**config.mk**
```make
export PLATFORM = sky130hd
export DESIGN_NAME = div_seq
export DESIGN_NICKNAME = d
export VERILOG_FILES = /design/src/rtl/div_seq.sv
export SDC_FILE = /design/constraint.sdc
export NUM_CORES = 1
export LEC_CHECK = 0
export ABC_CLOCK_PERIOD_IN_PS = 3450
export BUFFER_PORTS_ARGS = -buffer_cell sky130_fd_sc_hd__buf_2
export CELL_PAD_IN_SITES_DETAIL_PLACEMENT = 1
export CELL_PAD_IN_SITES_GLOBAL_PLACEMENT = 2
export CORE_ASPECT_RATIO = 0.5
export CORE_MARGIN = 10
export CORE_UTILIZATION = 33
export DETAILED_ROUTE_END_ITERATION = 8
export GPL_TIMING_DRIVEN = 0
export PLACE_DENSITY_LB_ADDON = 0.1
export SYNTH_ARGS = -nofsm -noshare
export SYNTH_HDL_FRONTEND = slang
export SYNTH_SLANG_ARGS = --single-unit
```
**constraint.sdc**
```tcl
create_clock -name clk -period 3.45 [get_ports clk]
set_input_delay 0.345 -clock clk [delete_from_list [all_inputs] [get_ports clk]]
set_output_delay 0.345 -clock clk [all_outputs]
set_load 0.02 [all_outputs]
```
**src/rtl/div_seq.sv**
```systemverilog
// div_seq: multi-cycle 32/32 integer divider for the EX stage.
// Runs a 32-step restoring division (signed or unsigned), reports busy_o while
// iterating and holds {remainder, quotient} on result_o until start_i drops.
// Optional build macro DIV_EARLY_EXIT_EN: finish in one cycle when the dividend
// magnitude is below the divisor magnitude.
module div_seq (
  input  logic        clk,
  input  logic        rst,
  input  logic        signed_div_i,
  input  logic [31:0] opdata1_i,
  input  logic [31:0] opdata2_i,
  input  logic        start_i,
  input  logic        annul_i,
  output logic [63:0] result_o,
  output logic        ready_o,
  output logic        busy_o
);

  localparam logic [1:0] StFree   = 2'd0;
  localparam logic [1:0] StByZero = 2'd1;
  localparam logic [1:0] StOn     = 2'd2;
  localparam logic [1:0] StEnd    = 2'd3;

  logic [1:0]  state_q, state_d;
  logic [4:0]  cnt_q, cnt_d;
  // quot_q starts as the dividend magnitude and shifts quotient bits in from the right.
  logic [31:0] quot_q, quot_d;
  logic [31:0] rem_q, rem_d;
  logic [31:0] divisor_q, divisor_d;
  logic        neg_quot_q, neg_quot_d;
  logic        neg_rem_q, neg_rem_d;

  logic        op1_neg, op2_neg;
  logic [31:0] op1_mag, op2_mag;
  logic [32:0] rem_shift;
  logic [32:0] rem_sub;
  logic        rem_ge;
  logic [31:0] quot_fix, rem_fix;

  // Operand magnitudes and one restoring step.
  always_comb begin
    op1_neg   = signed_div_i & opdata1_i[31];
    op2_neg   = signed_div_i & opdata2_i[31];
    op1_mag   = op1_neg ? (~opdata1_i + 32'd1) : opdata1_i;
    op2_mag   = op2_neg ? (~opdata2_i + 32'd1) : opdata2_i;
    rem_shift = {rem_q, quot_q[31]};
    rem_ge    = rem_shift >= {1'b0, divisor_q};
    rem_sub   = rem_shift - {1'b0, divisor_q};
  end

  // Next-state logic for the FSM and datapath registers.
  always_comb begin
    state_d    = state_q;
    cnt_d      = cnt_q;
    quot_d     = quot_q;
    rem_d      = rem_q;
    divisor_d  = divisor_q;
    neg_quot_d = neg_quot_q;
    neg_rem_d  = neg_rem_q;

    if (annul_i) begin
      state_d    = StFree;
      cnt_d      = 5'd0;
      quot_d     = 32'd0;
      rem_d      = 32'd0;
      divisor_d  = 32'd0;
      neg_quot_d = 1'b0;
      neg_rem_d  = 1'b0;
    end else begin
      case (state_q)
        StFree: begin
          if (start_i) begin
            cnt_d = 5'd0;
            if (opdata2_i == 32'd0) begin
              state_d    = StByZero;
              quot_d     = 32'd0;
              rem_d      = 32'd0;
              neg_quot_d = 1'b0;
              neg_rem_d  = 1'b0;
            end else begin
              state_d    = StOn;
              quot_d     = op1_mag;
              rem_d      = 32'd0;
              divisor_d  = op2_mag;
              neg_quot_d = op1_neg ^ op2_neg;
              neg_rem_d  = op1_neg;
`ifdef DIV_EARLY_EXIT_EN
              // Quotient is zero; remainder re-negated at END gives back opdata1_i.
              if (op1_mag < op2_mag) begin
                state_d    = StEnd;
                quot_d     = 32'd0;
                rem_d      = op1_mag;
                neg_quot_d = 1'b0;
              end
`endif
            end
          end
        end
        StByZero: state_d = StEnd;
        StOn: begin
          quot_d = {quot_q[30:0], rem_ge};
          rem_d  = rem_ge ? rem_sub[31:0] : rem_shift[31:0];
          cnt_d  = cnt_q + 5'd1;
          if (cnt_q == 5'd31) state_d = StEnd;
        end
        default: begin
          if (!start_i) state_d = StFree;
        end
      endcase
    end
  end

  // State registers with synchronous reset.
  always_ff @(posedge clk) begin
    if (rst) begin
      state_q    <= StFree;
      cnt_q      <= 5'd0;
      quot_q     <= 32'd0;
      rem_q      <= 32'd0;
      divisor_q  <= 32'd0;
      neg_quot_q <= 1'b0;
      neg_rem_q  <= 1'b0;
    end else begin
      state_q    <= state_d;
      cnt_q      <= cnt_d;
      quot_q     <= quot_d;
      rem_q      <= rem_d;
      divisor_q  <= divisor_d;
      neg_quot_q <= neg_quot_d;
      neg_rem_q  <= neg_rem_d;
    end
  end

  // Sign fix-up and output decode; result only visible in END.
  always_comb begin
    quot_fix = neg_quot_q ? (~quot_q + 32'd1) : quot_q;
    rem_fix  = neg_rem_q ? (~rem_q + 32'd1) : rem_q;
    ready_o  = (state_q == StEnd);
    busy_o   = (state_q == StByZero) || (state_q == StOn);
    result_o = ready_o ? {rem_fix, quot_fix} : 64'd0;
  end

endmodule

```
* After elaboration in Yosys (flattened, before gate mapping)
Cells that the tools add are included.
** Cells by class
- Add/sub/neg operators :: 6
- Order comparisons :: 1
- Equal/unequal tests :: 7
- Multiplexer cells :: 20
- Bitwise operators :: 8
- Reductions and logical operators :: 9
** Operators by type and width (number)
- 2-to-1 mux 32 bit :: 8
- adder 32 x 1 -> 32 bit, second input constant :: 4
- NOT 32 bit :: 4
- case mux 32 bit (2 select lines) :: 2
- 2-to-1 mux 64 bit :: 1
- greater-or-equal comparator 33 x 32 -> 1 bit :: 1
- zero test 32 bit :: 1
- subtractor 32 bit :: 1
- case mux 5 bit (2 select lines) :: 1
- 2-to-1 mux 2 bit :: 4
- case mux 2 bit (3 select lines) :: 1
- AND reduction 3 bit :: 2
- adder 5 x 1 -> 5 bit, second input constant :: 1
- equality test 5 bit, second input constant :: 1
- 2-to-1 mux 5 bit :: 1
- equality test 2 bit, second input constant :: 2
- inequality test 2 bit, second input constant :: 2
- inequality test 4 x 1 -> 1 bit, second input constant :: 1
- AND reduction 2 bit :: 2
- AND 1 bit :: 2
- equality test 2 x 1 -> 1 bit, second input constant :: 1
- zero test 2 bit :: 1
- 2-to-1 mux 1 bit :: 2
- nonzero test 2 bit :: 1
- other kinds (4) :: 4
** Storage, ports and cells
- Register bits after elaboration :: 105
- Logic and storage cells :: 58

* Longest topological paths before layout
- Depth after elaboration :: 6
- Gate-level depth with buffers :: 13
- Gate-level depth less buffers :: 12

* Worst setup path after synthesis
Ideal clock, no wire load.
- Path type :: flip-flop to output port
- Start point :: register rem_q[2]
- End point :: output port result_o[61]
- Data arrival time :: 2.718 ns
- Path slack :: 0.387 ns
- Cell stages (with the launch flop) :: 9
- Path through :: dfxtp_1 -> nor3_1 -> nand4_1 -> or4_1 -> or4_1 -> or2_2 -> o31ai_1 -> xnor2_1 -> and2_1
** Between the ends
- Word-level cells in the longest chain between the ends :: 4
** Ends and longest elaborated chain
- start: declaration :: line 28 : logic [31:0] rem_q, rem_d;
- start signal: assignment :: line 127 : rem_q <= rem_d;
- NOT 32 bit :: line 137 : rem_fix = neg_rem_q ? (~rem_q + 32'd1) : rem_q;
- adder 32 x 1 -> 32 bit :: line 137
- 2-to-1 mux 32 bit :: line 137
- 2-to-1 mux 64 bit :: line 140 : result_o = ready_o ? {rem_fix, quot_fix} : 64'd0;
- end: declaration :: line 14 : output logic [63:0] result_o,
Every way passes these cells.

* Worst setup path in the final report
- Start point :: register rem_q[4]
- End point :: output port result_o[56]
The elaborated chain is that of the path after synthesis.

==> flow_summary_export.csv <==
group,metric,value,unit
grt,grt_overflow,0,
worst_setup_path,worst_ep_arrival_time,3.08,ns
sta,holdWs,0.274,ns
sta,fin_crit_sh,0.992,
sta,min_period,3.42,ns
floorplanning,core_area,26600,um^2
routing,first_pass_iters,5,
floorplanning,die_w,254,um
hold_path,min_path_cells,3,
routing,drtAntennaViolNets,0,
logic_synthesis,ys_ff_latch,105,
logic_synthesis,synthFlopType,"dfxtp_1",
cells_and_area,mostFrequentLayoutCells,"nor2_1 (133), buf_2 (124), xnor2_1 (101)",
sta,setup_viol,0,
floorplanning,dieArea,34700,um^2
cells_and_area,nNetsFinal,1495,
placement,pre_cts_ws,-0.488,ns
cts,htree_num_levels,3,
cells_and_area,final_common_cell,"nor2_1",
floorplanning,die_height,137,um
sta,hold_viol,0,
logic_synthesis,synthesis.area,9020,um^2
placement,dpl_cell_area,10100,um^2
cts,cts_buffers,9,
sta,rsz0062_at_grt,"true",
grt,grt_pass1_vias,9876,
worst_setup_path,slowest_stage,"or4_4",
worst_setup_path,critPathKind,"flop to output port",
grt,busiest_layer,"met2",
grt,met3_usage,0.0356,
routing,drt-initial-drc-count,454,
worst_setup_path,crit_path_frequent_cell,"or4_4",
sta,relSlewSlack,0.288,
cells_and_area,drive_gt1_frac,0.180,
floorplanning,initial_utilization,0.338,
grt,gr-usage-met1,0.256,
hold_path,min_path_type,"input pin to flop",
logic_synthesis,yosys_warnings,0,
floorplanning,io_pins,135,
routing,drc,0,
placement,place_congestion,0.845,
placement,portBuffers,134,
worst_setup_path,ff2ff_path_depth,12,
floorplanning,rows,42,
sta,slew_violations,0,
logic_synthesis,syn_area_per_cell,7.39,um^2
worst_setup_path,crit_cells,9,
worst_setup_path,cp_max_fo,6,
grt,met2_usage,0.363,
worst_setup_path,cp_cell_sequence,"nor3_4 -> buf_4 -> nand4_1 -> or4_4 -> or4_4 -> o31ai_1 -> xnor2_1 -> and2_1 -> buf_2",
outcome,status,"completed",
cts,cts_tree,"done",
cells_and_area,final_area,11000,um^2
power_and_ir_drop,p_per_area,323,nW/um^2
grt,grt_pass1_wl,55.6,mm
worst_setup_path,path_buf_inv,2,
routing,vias_per_cell,5.52,
routing,drt_wl_total,36.2,mm
logic_synthesis,synth.distinct_cells,61,
worst_setup_path,worst_path_largest_cell_delay,0.53,ns
logic_synthesis,synth_edf_count,0,
cts,clock-sinks,105,
placement,dpl.hpwl,28.5,mm
job,cap_violations,0,
logic_synthesis,yosysSeqAreaShare,0.233,
sta,setup_slack,0.0279,ns
routing,vias,9600,
grt,grt.total_usage,0.204,
sta,fmax,292,MHz
logic_synthesis,syn_nets,1332,
logic_synthesis,syn_inst,1220,
sta,tightestPinTransition,1.07,ns
cts,root_buffer,"clkbuf_16",
cts,clk_latency,0.38,ns
power_and_ir_drop,ir_drop,0.257,mV
worst_setup_path,cp.required,3.11,ns
grt,antenna_found_initial,1,
power_and_ir_drop,total_leakage_power,4.50,nW
sta,fin_skew,0.0114,ns
worst_setup_path,end_kind,"output port",
logic_synthesis,async_reset_ff_frac,0,
cells_and_area,n_antenna_cell,0,
cts,cts_buffer_depth,2,
cts,clk_pin_slew,0.08,ns
worst_setup_path,crit_family,"simple AND/OR/NAND/NOR gates",
routing,avgRoutedWirePerCell,20.8,um
cells_and_area,area_growth,21.5,%
grt,grt_max_degree,20,
worst_setup_path,cp-start-kind,"flop",
## worst reg2reg max path, delay by kind of cell, from the launching register on
kind	cells	cell delay, ns
AOI/OAI and AO/OA	6	1.58
adders and majority gates	2	0.58
DFF	1	0.38
muxes	1	0.37
buffers and inverters	2	0.14
and+or+nand+nor	1	0.14
## stage by stage
step	power [mW]	cells	utilization	TNS [ns]
2_1_floorplan	1.99	1220	-	0
3_3_place_gp	2.30	1706	0.380	-10.63
3_5_place_dp	2.33	1706	0.380	-12.62
4_1_cts	3.54	1732	0.402	-0.00814
5_1_grt	3.74	1740	0.411	-0.517
6_report	3.54	1740	0.411	0
## worst paths after layout
check / from / end / slack (ns)
hold / removal: opdata2_i[29] / divisor_q[29]$_SDFFE_PP0P_ / 0.27
setup / recovery: rem_q[4]$_SDFFE_PP0P_ / result_o[56] / 0.03
hold reg to reg: divisor_q[31]$_SDFFE_PP0P_ / divisor_q[31]$_SDFFE_PP0P_ / 0.50
setup reg to reg: quot_q[31]$_SDFFE_PP0P_ / rem_q[30]$_SDFFE_PP0P_ / 0.19
## layout make-up
| type | instances | area, um^2 |
|---|---|---|
| timing repair buffer | 154 | 861 |
| tap | 352 | 440 |
| multi-input combinational | 989 | 6720 |
| fill | 3349 | 15700 |
| clock buffer | 9 | 225 |
| clock inverter | 7 | 88.8 |
| inverter | 56 | 210 |
| sequential | 105 | 2140 |
| buffer | 68 | 273 |
## power by group
| part | switching (mW) | total (mW) | internal (mW) |
|---|---|---|---|
| clock | 0.559 | 1.14 | 0.580 |
| sequential | 0.0533 | 1.31 | 1.25 |
| combinational | 0.665 | 1.10 | 0.433 |
| total | 1.28 | 3.54 | 2.26 |
## routing by layer
layer,part of all wire,up-vias
li1,-,4701
met1,0.47,4698
met2,0.48,174
met3,0.034,27
met4,0.010,0
met5,0,-
## kinds of logic after synthesis
kind of cell / count (synthesis) / synth area share
AND/OR/NAND/NOR: 424 / 0.233
AO/OA/AOI/OAI: 358 / 0.257
XOR/XNOR: 144 / 0.140
buffers and inverters: 126 / 0.0534
flip-flops: 105 / 0.233
adder cells (fa/ha/maj): 43 / 0.0605
multiplexers: 20 / 0.0223
## cells in the mapped netlist (10+ instances only)
library cell	number	share of area
o31ai_1	34	0.028
and2_1	60	0.042
xnor2_1	102	0.099
mux2i_1	19	0.021
nand3_1	11	0.0061
nand2_1	94	0.039
a211oi_1	32	0.027
nor2_1	136	0.057
a21o_1	13	0.011
ha_1	42	0.058
or3_1	15	0.010
nor3_1	22	0.012
dfxtp_1	105	0.23
nor2b_1	12	0.0083
or4_1	16	0.013
o41ai_1	13	0.013
a21oi_1	75	0.042
xor2_1	42	0.041
a22oi_1	10	0.0083
a221oi_1	20	0.019
nand4_1	15	0.010
o21ai_0	103	0.057
inv_1	56	0.023
clkbuf_1	66	0.027
## registers in the layout (all words and copies together), names as in the netlist
register	flops
divisor_q	32
rem_q	32
cnt_q	5
quot_q	32
neg_quot_q	1
neg_rem_q	1
state_q	2
## repair_timing
item,in CTS,in global routing
hold buffers,0,0
pin swaps,15,8
buffers inserted,12,8
endpoints found under the setup margin,57,50
resized for setup,58,48
(Power assumes the default switching activity.)
